## config.mk

```make
export PLATFORM = sky130hd
export DESIGN_NAME = styler_scheduler
export DESIGN_NICKNAME = d
export VERILOG_FILES = /design/src/rtl/styler_scheduler.sv
export SDC_FILE = /design/constraint.sdc
export NUM_CORES = 1
export LEC_CHECK = 0
export BUFFER_PORTS_ARGS = -buffer_cell sky130_fd_sc_hd__buf_4
export CAP_MARGIN = 20
export CORE_MARGIN = 2
export CORE_UTILIZATION = 35
export DETAILED_ROUTE_END_ITERATION = 10
export HOLD_SLACK_MARGIN = 0.05
export PLACE_DENSITY = 0.61
export REMOVE_ABC_BUFFERS = 1
export SYNTH_ARGS = -nofsm -noshare
export SYNTH_HDL_FRONTEND = slang
export SYNTH_SLANG_ARGS = --single-unit
```

## constraint.sdc

```tcl
create_clock -name clk -period 2.2 [get_ports clk]
set_input_delay 0.33 -clock clk [delete_from_list [all_inputs] [get_ports clk]]
set_output_delay 0.33 -clock clk [all_outputs]
set_load 0.03 [all_outputs]
```

## src/rtl/styler_scheduler.sv

```systemverilog
// Styler sequencer: fetches glyph rows per cell/scanline, styles them, serializes pixels MSB-first.
// Define STYLER_SCHED_CURSOR_PHASE_EN for an independent CURSOR_DIV cursor counter; otherwise cursorPhase follows blinkPhase.
module styler_scheduler #(
  parameter int COLS       = 80,
  parameter int ROWS       = 25,
  parameter int BLINK_DIV  = 32,
  parameter int CURSOR_DIV = 16
) (
  input  logic        clk,
  input  logic        rst_n,
  input  logic        frameStart,
  input  logic        pixelEnable,
  output logic        cellReq,
  output logic [7:0]  cellCol,
  output logic [7:0]  cellRow,
  input  logic        cellAck,
  input  logic [15:0] cellBitmap,
  output logic [3:0]  styScanline,
  output logic [15:0] styBitmap,
  input  logic [15:0] styResult,
  output logic        faintPhase,
  output logic        blinkPhase,
  output logic        cursorPhase,
  output logic        pixelOut,
  output logic        frameDone,
  output logic        underrun
);

  typedef enum logic [2:0] {IDLE, REQ, STYLE, WAIT, DONE} state_t;

  state_t      state;
  logic [15:0] pend;
  logic        pendValid;
  logic [15:0] shiftReg;
  logic [4:0]  bitCnt;
  logic [7:0]  blinkCnt;
  logic        loadPend;
  logic        lastCol;
  logic        lastLine;
  logic        lastRow;

  assign loadPend = pixelEnable && !frameStart && (bitCnt == 5'd0) && pendValid;
  assign lastCol  = (cellCol == 8'(COLS - 1));
  assign lastLine = (styScanline == 4'hF);
  assign lastRow  = (cellRow == 8'(ROWS - 1));

  // pendValid is set by STYLE and cleared by the shifter; the two never coincide
  // because a fetch is only issued once the previous pend has been taken.
  always_ff @(posedge clk or negedge rst_n) begin
    if (!rst_n) begin
      state       <= IDLE;
      cellReq     <= 1'b0;
      cellCol     <= 8'd0;
      cellRow     <= 8'd0;
      styScanline <= 4'd0;
      styBitmap   <= 16'd0;
      frameDone   <= 1'b0;
      pend        <= 16'd0;
      pendValid   <= 1'b0;
    end else if (frameStart) begin
      state       <= REQ;
      cellReq     <= 1'b1;
      cellCol     <= 8'd0;
      cellRow     <= 8'd0;
      styScanline <= 4'd0;
      frameDone   <= 1'b0;
      pendValid   <= 1'b0;
    end else begin
      if (loadPend) pendValid <= 1'b0;
      case (state)
        IDLE: ;
        REQ: begin
          if (cellAck) begin
            styBitmap <= cellBitmap;
            cellReq   <= 1'b0;
            state     <= STYLE;
          end
        end
        STYLE: begin
          pend      <= styResult;
          pendValid <= 1'b1;
          if (lastCol) begin
            cellCol <= 8'd0;
            if (lastLine) begin
              styScanline <= 4'd0;
              cellRow     <= lastRow ? 8'd0 : cellRow + 8'd1;
            end else begin
              styScanline <= styScanline + 4'd1;
            end
          end else begin
            cellCol <= cellCol + 8'd1;
          end
          if (lastCol && lastLine && lastRow) begin
            state     <= DONE;
            frameDone <= 1'b1;
          end else begin
            state <= WAIT;
          end
        end
        WAIT: begin
          if (!pendValid) begin
            state   <= REQ;
            cellReq <= 1'b1;
          end
        end
        DONE: ;
        default: state <= IDLE;
      endcase
    end
  end

  always_ff @(posedge clk or negedge rst_n) begin
    if (!rst_n) begin
      shiftReg <= 16'd0;
      bitCnt   <= 5'd0;
      pixelOut <= 1'b0;
      underrun <= 1'b0;
    end else if (frameStart) begin
      bitCnt   <= 5'd0;
      underrun <= 1'b0;
    end else if (pixelEnable) begin
      if (bitCnt != 5'd0) begin
        pixelOut <= shiftReg[14];
        shiftReg <= {shiftReg[14:0], 1'b0};
        bitCnt   <= bitCnt - 5'd1;
      end else if (pendValid) begin
        shiftReg <= pend;
        pixelOut <= pend[15];
        bitCnt   <= 5'd15;
      end else begin
        // Running dry outside an active frame is expected, not a fault.
        pixelOut <= 1'b0;
        if (state != DONE && state != IDLE) underrun <= 1'b1;
      end
    end
  end

  always_ff @(posedge clk or negedge rst_n) begin
    if (!rst_n) begin
      faintPhase <= 1'b0;
      blinkPhase <= 1'b0;
      blinkCnt   <= 8'd0;
    end else if (frameStart) begin
      faintPhase <= ~faintPhase;
      if (blinkCnt == 8'(BLINK_DIV - 1)) begin
        blinkCnt   <= 8'd0;
        blinkPhase <= ~blinkPhase;
      end else begin
        blinkCnt <= blinkCnt + 8'd1;
      end
    end
  end

`ifdef STYLER_SCHED_CURSOR_PHASE_EN
  logic [7:0] cursorCnt;

  always_ff @(posedge clk or negedge rst_n) begin
    if (!rst_n) begin
      cursorPhase <= 1'b0;
      cursorCnt   <= 8'd0;
    end else if (frameStart) begin
      if (cursorCnt == 8'(CURSOR_DIV - 1)) begin
        cursorCnt   <= 8'd0;
        cursorPhase <= ~cursorPhase;
      end else begin
        cursorCnt <= cursorCnt + 8'd1;
      end
    end
  end
`else
  logic unusedCursorDiv;
  assign unusedCursorDiv = ^8'(CURSOR_DIV);
  assign cursorPhase     = blinkPhase;
`endif

endmodule

```

==> summary.md <==
| Metric | Value |
|---|---|
| CP Cell Sequence | inv_1, ha_1, or4b_1, o21ai_1, buf_4, o21ai_0 |
| # port buffers | 79 |
| Hold_ws | 0.204 ns |
| Depth of the CTS H-tree | 3 |
| Pre-antenna DRT Iters | 4 |
| Crit Path Category | register to register |
| Tot Pwr | 5.36 mW |
| Diode count | 0 |
| Number of max-cap violations | 0 |
| Largest net degree at the start of global routing | 51 |
| DR WL/cell | 14.2 µm |
| DP Cell Count | 575 |
| Delay-heaviest family, CP | simple AND/OR/NAND/NOR gates |
| Unrepaired setup endpoints after global routing | no |
| CP arrival | 2.10 ns |
| Row Count | 39 |
| Sequential cell area | 0.00225 mm² |
| Max Used Layer | met4 |
| Avg Vias per Cell | 5.07 |
| Num ports | 80 |
| Worst-path fanout max | 29 |
| Filler cells | 1070 |
| Cell Area, Placed | 0.00488 mm² |
| Max incr delay on CP | 0.54 ns |
| Endpoints failing setup | 0 |
| FFs w/ async S/R, synth | 100% |
| Layout cells sized above 1 | 33.0% |
| Cells after Synth | 359 |
| Remaining Overflow, GRT | 0 |
| Leakage Power | 2.44 nW |
| CTS tree | yes |
| Final Skew | 0.00437 ns |
| Final min period | 1.88 ns |
| Crit start category | register |
| Post-synth top flop | dfrtp_1 |
| Min-Delay Path Class | primary input to register |
| Clock sinks | 90 |
| Detailed placement HPWL | 5950 µm |
| Fin util | 45.6% |
| Number of enable flip-flop cells after synthesis | 0 |
| Worst-margin pin slew | 0.478 ns |
| Final cell count without fillers | 592 |
| Critical path required time | 2.42 ns |
| YS warnings | 0 |
| Syn Area/Cell | 11.4 µm² |
| Number of remaining DRC errors | 0 |
| Reg clk slew, reported paths | 0.07 ns |
| Slew Viols, Final | 0 |
| Power density over cell area | 1030 mW/mm² |
| Post-DRT Antenna Nets | 0 |
| Post-CTS setup buffer count | 0 |
| Nets | 487 |
| Slowest stage cell, crit path | or4b_1 |
| Chip width | 112 µm |
| Initial core utilization | 35.8% |
| Worst IR Drop VDD | 0.000663 V |
| Buffer and inverter count on the worst path | 2 |
| Final-report hold violation count | 0 |
| Height of the die | 112 µm |
| M1 WL | 3800 µm |
| Gp weighted congestion | 0.794 |
| Global-route wire length before repair | 14500 µm |
| Total track usage | 14.5% |
| Post-Place Setup Slack | 0.323 ns |
| Total CTS buffers | 9 |
| Sequential area share after synthesis | 55.1% |
| Final Cell Area | 0.00520 mm² |
| Initial antenna violation count | 0 |
| Period Utilization, post-route | 85.4% |
| Synth cell types | 48 |
| Worst Slack Setup Final | 0.321 ns |
| Root buffer cell | clkbuf_16 |
| Core Box Area | 0.0114 mm² |
| Setup crit end kind | register |
| Die area | 0.0125 mm² |
| Setup TNS Final | 0 ns |
| Met3 Wirelength | 510 µm |
| Netlist Area Pre-Place | 0.00408 mm² |
| DR iter-0 viols | 175 |
| CTS Buffer Depth | 2 |
| Fmax achieved | 532 MHz |
| Post-synthesis register bit count | 90 |
| Vias in the first global route | 2996 |
| Clock latency on the worst-skew pair | 0.35 ns |
| Max_slew headroom | 67.7% |
| Final WL | 8420 µm |
| Status | finished, final reports clean |
| P&R area growth vs syn | 27.4% |
| Routed wl met2 | 3990 µm |
| Area of the multi-input gates | 0.00172 mm² |
| Via count | 3002 |
==> sequential cells by signal, indices dropped and copies added (netlist names), 3 cells and up <==
name	count
shiftReg	15
bitCnt	5
blinkCnt	8
state	3
styBitmap	16
pend	16
styScanline	4
cellCol	8
cellRow	8
==> cells in the final DEF (no fill, tap or decap), drive strengths merged, types with 3 or more instances in the layout <==
| cell | netlist | routed |
|---|---|---|
| a21oi | 16 | 16 |
| a31oi | 5 | 5 |
| and3 | 9 | 9 |
| buf | 12 | 91 |
| clkbuf | 6 | 10 |
| clkinv | 0 | 3 |
| dfrtp | 90 | 90 |
| ha | 6 | 6 |
| inv | 8 | 10 |
| mux2 | 35 | 35 |
| mux2i | 16 | 16 |
| nand2 | 34 | 34 |
| nand3 | 16 | 16 |
| nand4 | 5 | 5 |
| nor2 | 21 | 21 |
| nor3 | 5 | 5 |
| nor4b | 4 | 4 |
| o21a | 3 | 3 |
| o21ai | 24 | 24 |
| xnor2 | 6 | 6 |
| xor2 | 8 | 8 |
==> cells by family (layout without fill, tap and decap cells) <==
family,count (synthesis),count (layout),synth area share (%)
AOI/OAI and AO/OA,62,62,9.01
muxes,51,51,13.6
and+or+nand+nor,110,110,14.6
DFF,90,90,55.1
buffers and inverters,26,116,2.85
adders and majority gates,6,6,1.84
xor gates and xnor gates,14,14,3.00
==> final timing paths <==
check	startpoint	end	slack, ns	depth (start not counted)
worst max-delay path	bitCnt[0]	shiftReg[1]	0.32	6
worst min-delay path	styResult[3]	pend[3]	0.20	2
worst max register to register	bitCnt[0]	shiftReg[1]	0.32	6
worst min register to register	faintPhase	faintPhase	0.46	1
max in group asynchronous	rst_n	pend[8]	1.17	3
min in group asynchronous	rst_n	blinkPhase	0.44	2
==> cells in the mapped netlist (2+ instances only) <==
library cell  number  share of area [%]
dfrtp_1           90                 55
mux2_2            35                9.7
nand2_1           34                3.1
o21ai_0           23                2.8
nor2_1            21                1.9
a21oi_1           16                2.0
mux2i_1           16                3.9
nand3_1           16                2.0
and3_1             9                1.4
buf_2              9                1.1
inv_1              8               0.74
xor2_1             8                1.7
clkbuf_1           6               0.55
ha_1               6                1.8
xnor2_1            6                1.3
a31oi_1            5               0.77
nor3_1             5               0.61
nand4_1            4               0.61
o21a_1             3               0.55
a211oi_1           2               0.37
and4_1             2               0.43
buf_4              2               0.37
nor2b_1            2               0.31
nor4b_1            2               0.43
nor4b_4            2                1.2
o211ai_1           2               0.37
o31ai_1            2               0.37
or3_1              2               0.31
or4_1              2               0.37
==> routing by layer <==
metal,global-route usage (%),up-vias
met5,0,-
met4,5.04,0
met3,5.67,10
met2,23.1,76
met1,18.2,1461
li1,-,1455
==> power breakdown <==
group | switching (mW) | internal (mW) | leakage (nW)
clock | 0.684 | 0.925 | 0.154
sequential | 0.256 | 2.04 | 1.16
combinational | 0.768 | 0.693 | 1.12
==> layout make-up <==
type,count,area share [%]
sequential,90,43.3
multi-input combinational,243,33.1
timing repair buffer,92,13.6
clock buffer,10,4.59
tap,143,3.44
clock inverter,6,1.42
inverter,8,0.577
==> repair_timing <==
action	CTS	global route
endpoints found under the hold margin	25	0
resized for setup	0	0
hold buffers	1	0
No activity file was read; power rests on OpenSTA's default activity.
